`config.mk`:
```
export PLATFORM = sky130hd
export DESIGN_NAME = rr_priority_encoder_flat
export DESIGN_NICKNAME = d
export VERILOG_FILES = /design/src/rtl/encoder_pkg.sv /design/src/rtl/rr_priority_encoder_if.sv /design/src/rtl/prio_find.sv /design/src/rtl/rr_priority_encoder.sv /design/src/flat_wrapper.sv
export SDC_FILE = /design/constraint.sdc
export NUM_CORES = 1
export LEC_CHECK = 0
export BUFFER_PORTS_ARGS = -buffer_cell sky130_fd_sc_hd__buf_2
export CAP_MARGIN = 10
export CELL_PAD_IN_SITES_DETAIL_PLACEMENT = 0
export CELL_PAD_IN_SITES_GLOBAL_PLACEMENT = 1
export CORE_MARGIN = 2
export CORE_UTILIZATION = 35
export CTS_CLUSTER_DIAMETER = 40
export DETAILED_ROUTE_END_ITERATION = 7
export MAX_ROUTING_LAYER = met4
export PLACE_DENSITY_LB_ADDON = 0.1
export SLEW_MARGIN = 20
export SYNTH_ARGS = -nofsm -noshare
export SYNTH_HDL_FRONTEND = slang
export SYNTH_SLANG_ARGS = --single-unit
```
`constraint.sdc`:
```
create_clock -name clk -period 1.9 [get_ports clk]
set_clock_uncertainty 0.2 [all_clocks]
set_input_delay 0.19 -clock clk [delete_from_list [all_inputs] [get_ports clk]]
set_output_delay 0.19 -clock clk [all_outputs]
set_load 0.02 [all_outputs]
```
`src/rtl/encoder_pkg.sv`:
```
// Shared constants and helpers for the round-robin / fixed priority encoder.
package encoder_pkg;

  localparam int MODE_FIXED = 0;
  localparam int MODE_RR    = 1;

  // Index width that never collapses to zero, so N=2 still gets a 1-bit index.
  function automatic int clog2_min1(input int n);
    return (n <= 2) ? 1 : $clog2(n);
  endfunction

endpackage

```
`src/rtl/rr_priority_encoder_if.sv`:
```
// Request/result handshake bundle between request sources and the encoder.
interface rr_priority_encoder_if #(
  parameter int N = 8
);
  import encoder_pkg::*;

  localparam int W = clog2_min1(N);

  logic         in_valid;
  logic         in_ready;
  logic [N-1:0] in_req;
  logic         out_valid;
  logic         out_ready;
  logic [W-1:0] out_idx;
  logic [N-1:0] out_onehot;
  logic         out_any;
  logic         out_multi;

  modport master (
    output in_valid, in_req, out_ready,
    input  in_ready, out_valid, out_idx, out_onehot, out_any, out_multi
  );

  modport slave (
    input  in_valid, in_req, out_ready,
    output in_ready, out_valid, out_idx, out_onehot, out_any, out_multi
  );

endinterface

```
`src/rtl/prio_find.sv`:
```
// Combinational first-set search starting at an arbitrary position, either
// upward from start (wrapping) or from the top down.
module prio_find #(
  parameter int N = 8,
  parameter int W = 3
) (
  input  logic [N-1:0] req,
  input  logic [W-1:0] start,
  input  logic         msb_first,
  output logic [W-1:0] idx,
  output logic [N-1:0] onehot,
  output logic         any
);

  localparam int WP = W + 1;

  logic [N-1:0]  rot;
  logic [WP-1:0] off;
  logic [WP-1:0] sum;
  logic          hit;

  // rot[0] lines up with req[start]; upper half of the double word supplies the wrap.
  assign rot = N'({req, req} >> start);

  always_comb begin
    hit = 1'b0;
    off = '0;
    for (int i = 0; i < N; i++) begin
      if (!hit && rot[msb_first ? (N - 1 - i) : i]) begin
        hit = 1'b1;
        off = WP'(msb_first ? (N - 1 - i) : i);
      end
    end
  end

  // start + off < 2N, so a single conditional subtract is a full mod N.
  assign sum    = WP'(start) + off;
  assign any    = |req;
  assign idx    = !any ? '0 : (sum >= WP'(N)) ? W'(sum - WP'(N)) : W'(sum);
  assign onehot = any ? (N'(1) << idx) : '0;

endmodule

```
`src/rtl/rr_priority_encoder.sv`:
```
// N-to-log2(N) priority encoder, fixed (MSB wins) or round-robin, with a
// single registered result stage behind a valid/ready handshake.
module rr_priority_encoder
  import encoder_pkg::*;
#(
  parameter int N    = 8,
  parameter int MODE = MODE_FIXED
) (
  input logic                  clk,
  input logic                  rst_n,
  rr_priority_encoder_if.slave bus
);

  localparam int W = clog2_min1(N);

  logic         in_ready;
  logic         accept;
  logic         req_multi;
  logic [W-1:0] start;
  logic [W-1:0] f_idx;
  logic [N-1:0] f_oh;
  logic         f_any;

  logic         vld_q,   vld_d;
  logic [W-1:0] idx_q,   idx_d;
  logic [N-1:0] oh_q,    oh_d;
  logic         any_q,   any_d;
  logic         multi_q, multi_d;
  logic [W-1:0] ptr_q,   ptr_d;

  assign in_ready  = !vld_q || bus.out_ready;
  assign accept    = bus.in_valid && in_ready;
  // Clearing the lowest set bit leaves something only if two or more were set.
  assign req_multi = |(bus.in_req & (bus.in_req - N'(1)));
  assign start     = (MODE == MODE_RR) ? ptr_q : '0;

  prio_find #(
    .N (N),
    .W (W)
  ) u_find (
    .req       (bus.in_req),
    .start     (start),
    .msb_first (MODE == MODE_FIXED),
    .idx       (f_idx),
    .onehot    (f_oh),
    .any       (f_any)
  );

  always_comb begin
    vld_d   = vld_q;
    idx_d   = idx_q;
    oh_d    = oh_q;
    any_d   = any_q;
    multi_d = multi_q;
    ptr_d   = ptr_q;
    if (accept) begin
      vld_d   = 1'b1;
      idx_d   = f_idx;
      oh_d    = f_oh;
      any_d   = f_any;
      multi_d = req_multi;
      if (MODE == MODE_RR && f_any)
        ptr_d = (f_idx == W'(N - 1)) ? '0 : f_idx + W'(1);
    end else if (bus.out_ready) begin
      vld_d = 1'b0;
    end
  end

  always_ff @(posedge clk or negedge rst_n) begin
    if (!rst_n) begin
      vld_q   <= 1'b0;
      idx_q   <= '0;
      oh_q    <= '0;
      any_q   <= 1'b0;
      multi_q <= 1'b0;
      ptr_q   <= '0;
    end else begin
      vld_q   <= vld_d;
      idx_q   <= idx_d;
      oh_q    <= oh_d;
      any_q   <= any_d;
      multi_q <= multi_d;
      ptr_q   <= ptr_d;
    end
  end

  assign bus.in_ready   = in_ready;
  assign bus.out_valid  = vld_q;
  assign bus.out_idx    = idx_q;
  assign bus.out_onehot = oh_q;
  assign bus.out_any    = any_q;
  assign bus.out_multi  = multi_q;

endmodule
```
`src/flat_wrapper.sv`:
```
// flat-port wrapper written by rule: the top's interface ports become plain ports
module rr_priority_encoder_flat import encoder_pkg::*;
#(
  parameter int N    = 8,
  parameter int MODE = MODE_FIXED
)
  (clk, rst_n, bus_in_valid, bus_in_req, bus_out_ready, bus_in_ready, bus_out_valid, bus_out_idx, bus_out_onehot, bus_out_any, bus_out_multi);
  rr_priority_encoder_if #(.N(N)) bus_i ();
  input logic clk;
  input logic rst_n;
  input wire logic [$bits(bus_i.in_valid)-1:0] bus_in_valid;
  input wire logic [$bits(bus_i.in_req)-1:0] bus_in_req;
  input wire logic [$bits(bus_i.out_ready)-1:0] bus_out_ready;
  output wire logic [$bits(bus_i.in_ready)-1:0] bus_in_ready;
  output wire logic [$bits(bus_i.out_valid)-1:0] bus_out_valid;
  output wire logic [$bits(bus_i.out_idx)-1:0] bus_out_idx;
  output wire logic [$bits(bus_i.out_onehot)-1:0] bus_out_onehot;
  output wire logic [$bits(bus_i.out_any)-1:0] bus_out_any;
  output wire logic [$bits(bus_i.out_multi)-1:0] bus_out_multi;
  assign bus_i.in_valid = bus_in_valid;
  assign bus_i.in_req = bus_in_req;
  assign bus_i.out_ready = bus_out_ready;
  assign bus_in_ready = bus_i.in_ready;
  assign bus_out_valid = bus_i.out_valid;
  assign bus_out_idx = bus_i.out_idx;
  assign bus_out_onehot = bus_i.out_onehot;
  assign bus_out_any = bus_i.out_any;
  assign bus_out_multi = bus_i.out_multi;
  rr_priority_encoder #(.N(N), .MODE(MODE)) u_core (.clk(clk), .rst_n(rst_n), .bus(bus_i));
endmodule
```
==> key figures <==
GRT
  • Vias in the first global route: 606
  • Global-route wire length before repair: 2642 um
  • Overall global routing resource usage: 14.99%
  • Largest net degree at the start of global routing: 18
  • Grt ovf: 0
  • Initial antenna violation count: 0

Detailed routing
  • Vias: 602
  • Routed WL per cell: 12.10 um
  • ANT nets after route: 0
  • Post-Route WL: 1513 um
  • DRC violations left: 0
  • DRT Pass-1 Iters: 3
  • Number of vias per cell: 4.816
  • Drt first-iter violations: 5

Synthesis
  • Sequential area share after synthesis: about half
  • Seq cells post-synth: 14
  • Post-synth cell types: 30
  • Synthesized cell area: 710.7 um^2
  • Synth Instances: 66
  • Syn_nets: 78
  • Synthesis Warnings: 0
  • Syn avg cell area: 10.77 um^2

Pwr
  • Flop pwr share: between 40 and 50%
  • Switching share of power: between 20 and 30%
  • Power Density: 734.2 mW/mm^2
  • Pleak: 0.4305 nW
  • Combinational share of power: 20.3%
  • Pint: roughly 0.49 mW
  • VDD IR max: 0.0004128 V
  • Clock power share: 31.7%
  • NetSw: approximately 0.19 mW

Die
  • Number of placement rows: 16
  • Initial Util: between 30% and 40%
  • Die H: 49.06 um
  • Core region area: 0.001942 mm^2
  • Die area: 0.002407 mm^2
  • Die Wd: 49.06 um
  • I/O Pins: 27

Cells and area
  • Commonest non-fill, non-tap cells in the layout: 26 x buf_2, 14 x dfrtp_1, 12 x nand2_1, 6 x o21ai_0
  • # diodes: 0
  • Layout Utilization: 47.68%
  • Most common cell after layout, fill and taps aside: buf_2
  • Share of cells above drive strength 1: a little over two fifths
  • Area grow syn2layout: 30.28%
  • # nets final: 111

Place
  • IO buf count: 26
  • Hpwl dp: between 1000 and 1500 um
  • GP Congestion: between 0.7 and 0.8

CTS
  • Post-CTS Setup Repair Bufs: 0
  • Reg clk slew, reported paths: 0.09 ns
  • Clock buffer depth: 2
  • CTS Buf Count: 3
  • CTS HTree Levels: 1
  • Root Driver: clkbuf_4
  • Clock sinks: 14
  • CTS tree: yes
  • Worst-skew pair later-pin latency: roughly 0.27 ns

Run status
  • Status: finished, final reports clean

Worst setup path
  • Critical-path maximum fanout: 5
  • Max stage delay on crit path: 0.53 ns
  • Worst Path Arrival: 1.72 ns
  • Max stage delay cell, worst path: dlygate4sd3_1
  • CP Launch Type: input pin
  • Worst path required time: 1.88 ns
  • Cell Chain, Critical Path: dlygate4sd3_1 -> buf_2 -> nor4_4 -> and2b_1 -> nand2_1 -> o41ai_2
  • Setup CP Type: in2reg
  • Critical Path End Type: flop

Timing
  • Slew Limit Fails: 0
  • Fmax: about 0.57 GHz
  • Crit path time final: 1.740 ns
  • Unrepaired setup endpoints after global routing: false
  • Final number of hold-violating endpoints: 0
  • Total negative setup slack: 0 ns
  • Worst-margin pin slew: 0.3426 ns
  • Tcrit/Tclk final: 91.59%
  • Max-slew headroom: 76.99%
  • Final setup violation count: 0

Job
  • Number of max-cap violations: 0

Hold path
  • HP Class: in2reg
==> path summary, 6_finish.rpt <==
kind / depth (start not counted) / end / start / slack, ns
worst max-delay path: 6 / u_core.bus.out_onehot[2]$_DFFE_PN0P_ / bus_in_req[4] / 0.16
worst min-delay path: 2 / u_core.bus.out_onehot[5]$_DFFE_PN0P_ / bus_in_req[6] / 0.03
worst max register to register: 3 / u_core.bus.out_valid$_DFFE_PN0P_ / u_core.bus.out_valid$_DFFE_PN0P_ / 0.36
worst min register to register: 2 / u_core.bus.out_onehot[6]$_DFFE_PN0P_ / u_core.bus.out_onehot[6]$_DFFE_PN0P_ / 0.28
max in group asynchronous: 2 / u_core.bus.out_onehot[0]$_DFFE_PN0P_ / rst_n / 1.12
min in group asynchronous: 2 / u_core.bus.out_onehot[6]$_DFFE_PN0P_ / rst_n / 0.13
==> per-stage QoR <==
| stage | std cells | setup slack [ns] | power (mW) | area, um^2 | hold slack [ns] |
|---|---|---|---|---|---|
| after floorplan | 66 | 0.2331 | 0.4161 | 710.7 | -0.3056 |
| after global placement | 117 | 0.4166 | 0.4655 | 849.6 | -0.08999 |
| after detailed placement | 117 | 0.3994 | 0.4665 | 849.6 | -0.08417 |
| after CTS | 125 | 0.1749 | 0.7009 | 925.9 | 0.01232 |
| after global routing | 125 | 0.1146 | 0.7256 | 925.9 | 0.01601 |
| final | 125 | 0.1598 | 0.6798 | 925.9 | 0.03013 |
==> kinds of logic after synthesis <==
group	after synthesis	share of synthesized area, %
mux	1	1.584
buf+inv	4	5.105
compound gates	18	20.25
simple gates	29	23.77
flops	14	49.30
==> Yosys cell counts <==
| master | instances | share of area, % |
|---|---|---|
| o22ai_1 | 1 | 0.88 |
| o21ai_0 | 6 | 4.2 |
| or2b_2 | 1 | 1.2 |
| buf_6 | 1 | 1.6 |
| o31ai_2 | 1 | 1.8 |
| dfrtp_1 | 14 | 49 |
| o41ai_2 | 1 | 2.3 |
| nor2_1 | 4 | 2.1 |
| nor3_2 | 2 | 2.8 |
| clkbuf_8 | 1 | 1.9 |
| nand2b_1 | 1 | 0.88 |
| a221oi_1 | 1 | 1.2 |
| a21oi_1 | 2 | 1.4 |
| o41ai_1 | 1 | 1.2 |
| nand2_1 | 12 | 6.3 |
| inv_1 | 1 | 0.53 |
| nor4_4 | 1 | 3.0 |
| a22o_1 | 1 | 1.2 |
| and2_2 | 1 | 1.1 |
| or2b_1 | 1 | 1.1 |
| and2b_2 | 1 | 1.2 |
| o2111ai_1 | 1 | 1.2 |
| a22o_2 | 1 | 1.4 |
| buf_4 | 1 | 1.1 |
| o21a_4 | 1 | 2.1 |
| and2b_1 | 1 | 1.1 |
| mux2_2 | 1 | 1.6 |
| o22a_1 | 1 | 1.2 |
| nand2_2 | 1 | 0.88 |
| nor3_1 | 3 | 2.1 |
==> cell type report <==
type,count,area [um^2]
Sequential cell,14,350.3
Timing Repair Buffer,31,177.7
Inverter,1,3.754
Clock buffer,4,36.28
Tap cell,27,33.78
Fill cell,206,1016
Multi-Input combinational cell,48,324.1
==> flip-flops by register name, indices dropped and copies added (netlist names) <==
name,cells
u_core.bus.out_any,1
u_core.bus.out_idx,3
u_core.bus.out_multi,1
u_core.bus.out_onehot,8
u_core.bus.out_valid,1
==> power by group through the flow <==
stage / sequential, mW / clock [mW] / combinational [mW]
final: 0.326 / 0.216 / 0.138
after global routing: 0.329 / 0.244 / 0.153
after global placement: 0.331 / 0 / 0.134
after CTS: 0.327 / 0.233 / 0.141
after floorplan: 0.358 / 0 / 0.0579
after detailed placement: 0.333 / 0 / 0.134
==> critical path: cells and delay by family <==
kind,cells,cell delay [ns]
compound gates,1,0.20
buf+inv,2,0.68
simple gates,3,0.65
==> metal layers <==
| metal | part of all wire (%) | GRT usage (%) |
|---|---|---|
| met5 | 0 | - |
| met4 | 0.59 | 7.143 |
| met3 | 4.9 | 3.067 |
| met2 | 49 | 23.87 |
| met1 | 45 | 18.11 |
==> timing repair <==
item | 4_1_cts | 5_1_grt
hold buffers | 4 | 0
gates resized for setup | 0 | 0
endpoints found under the hold margin | 16 | 0
(Power assumes the default switching activity.)
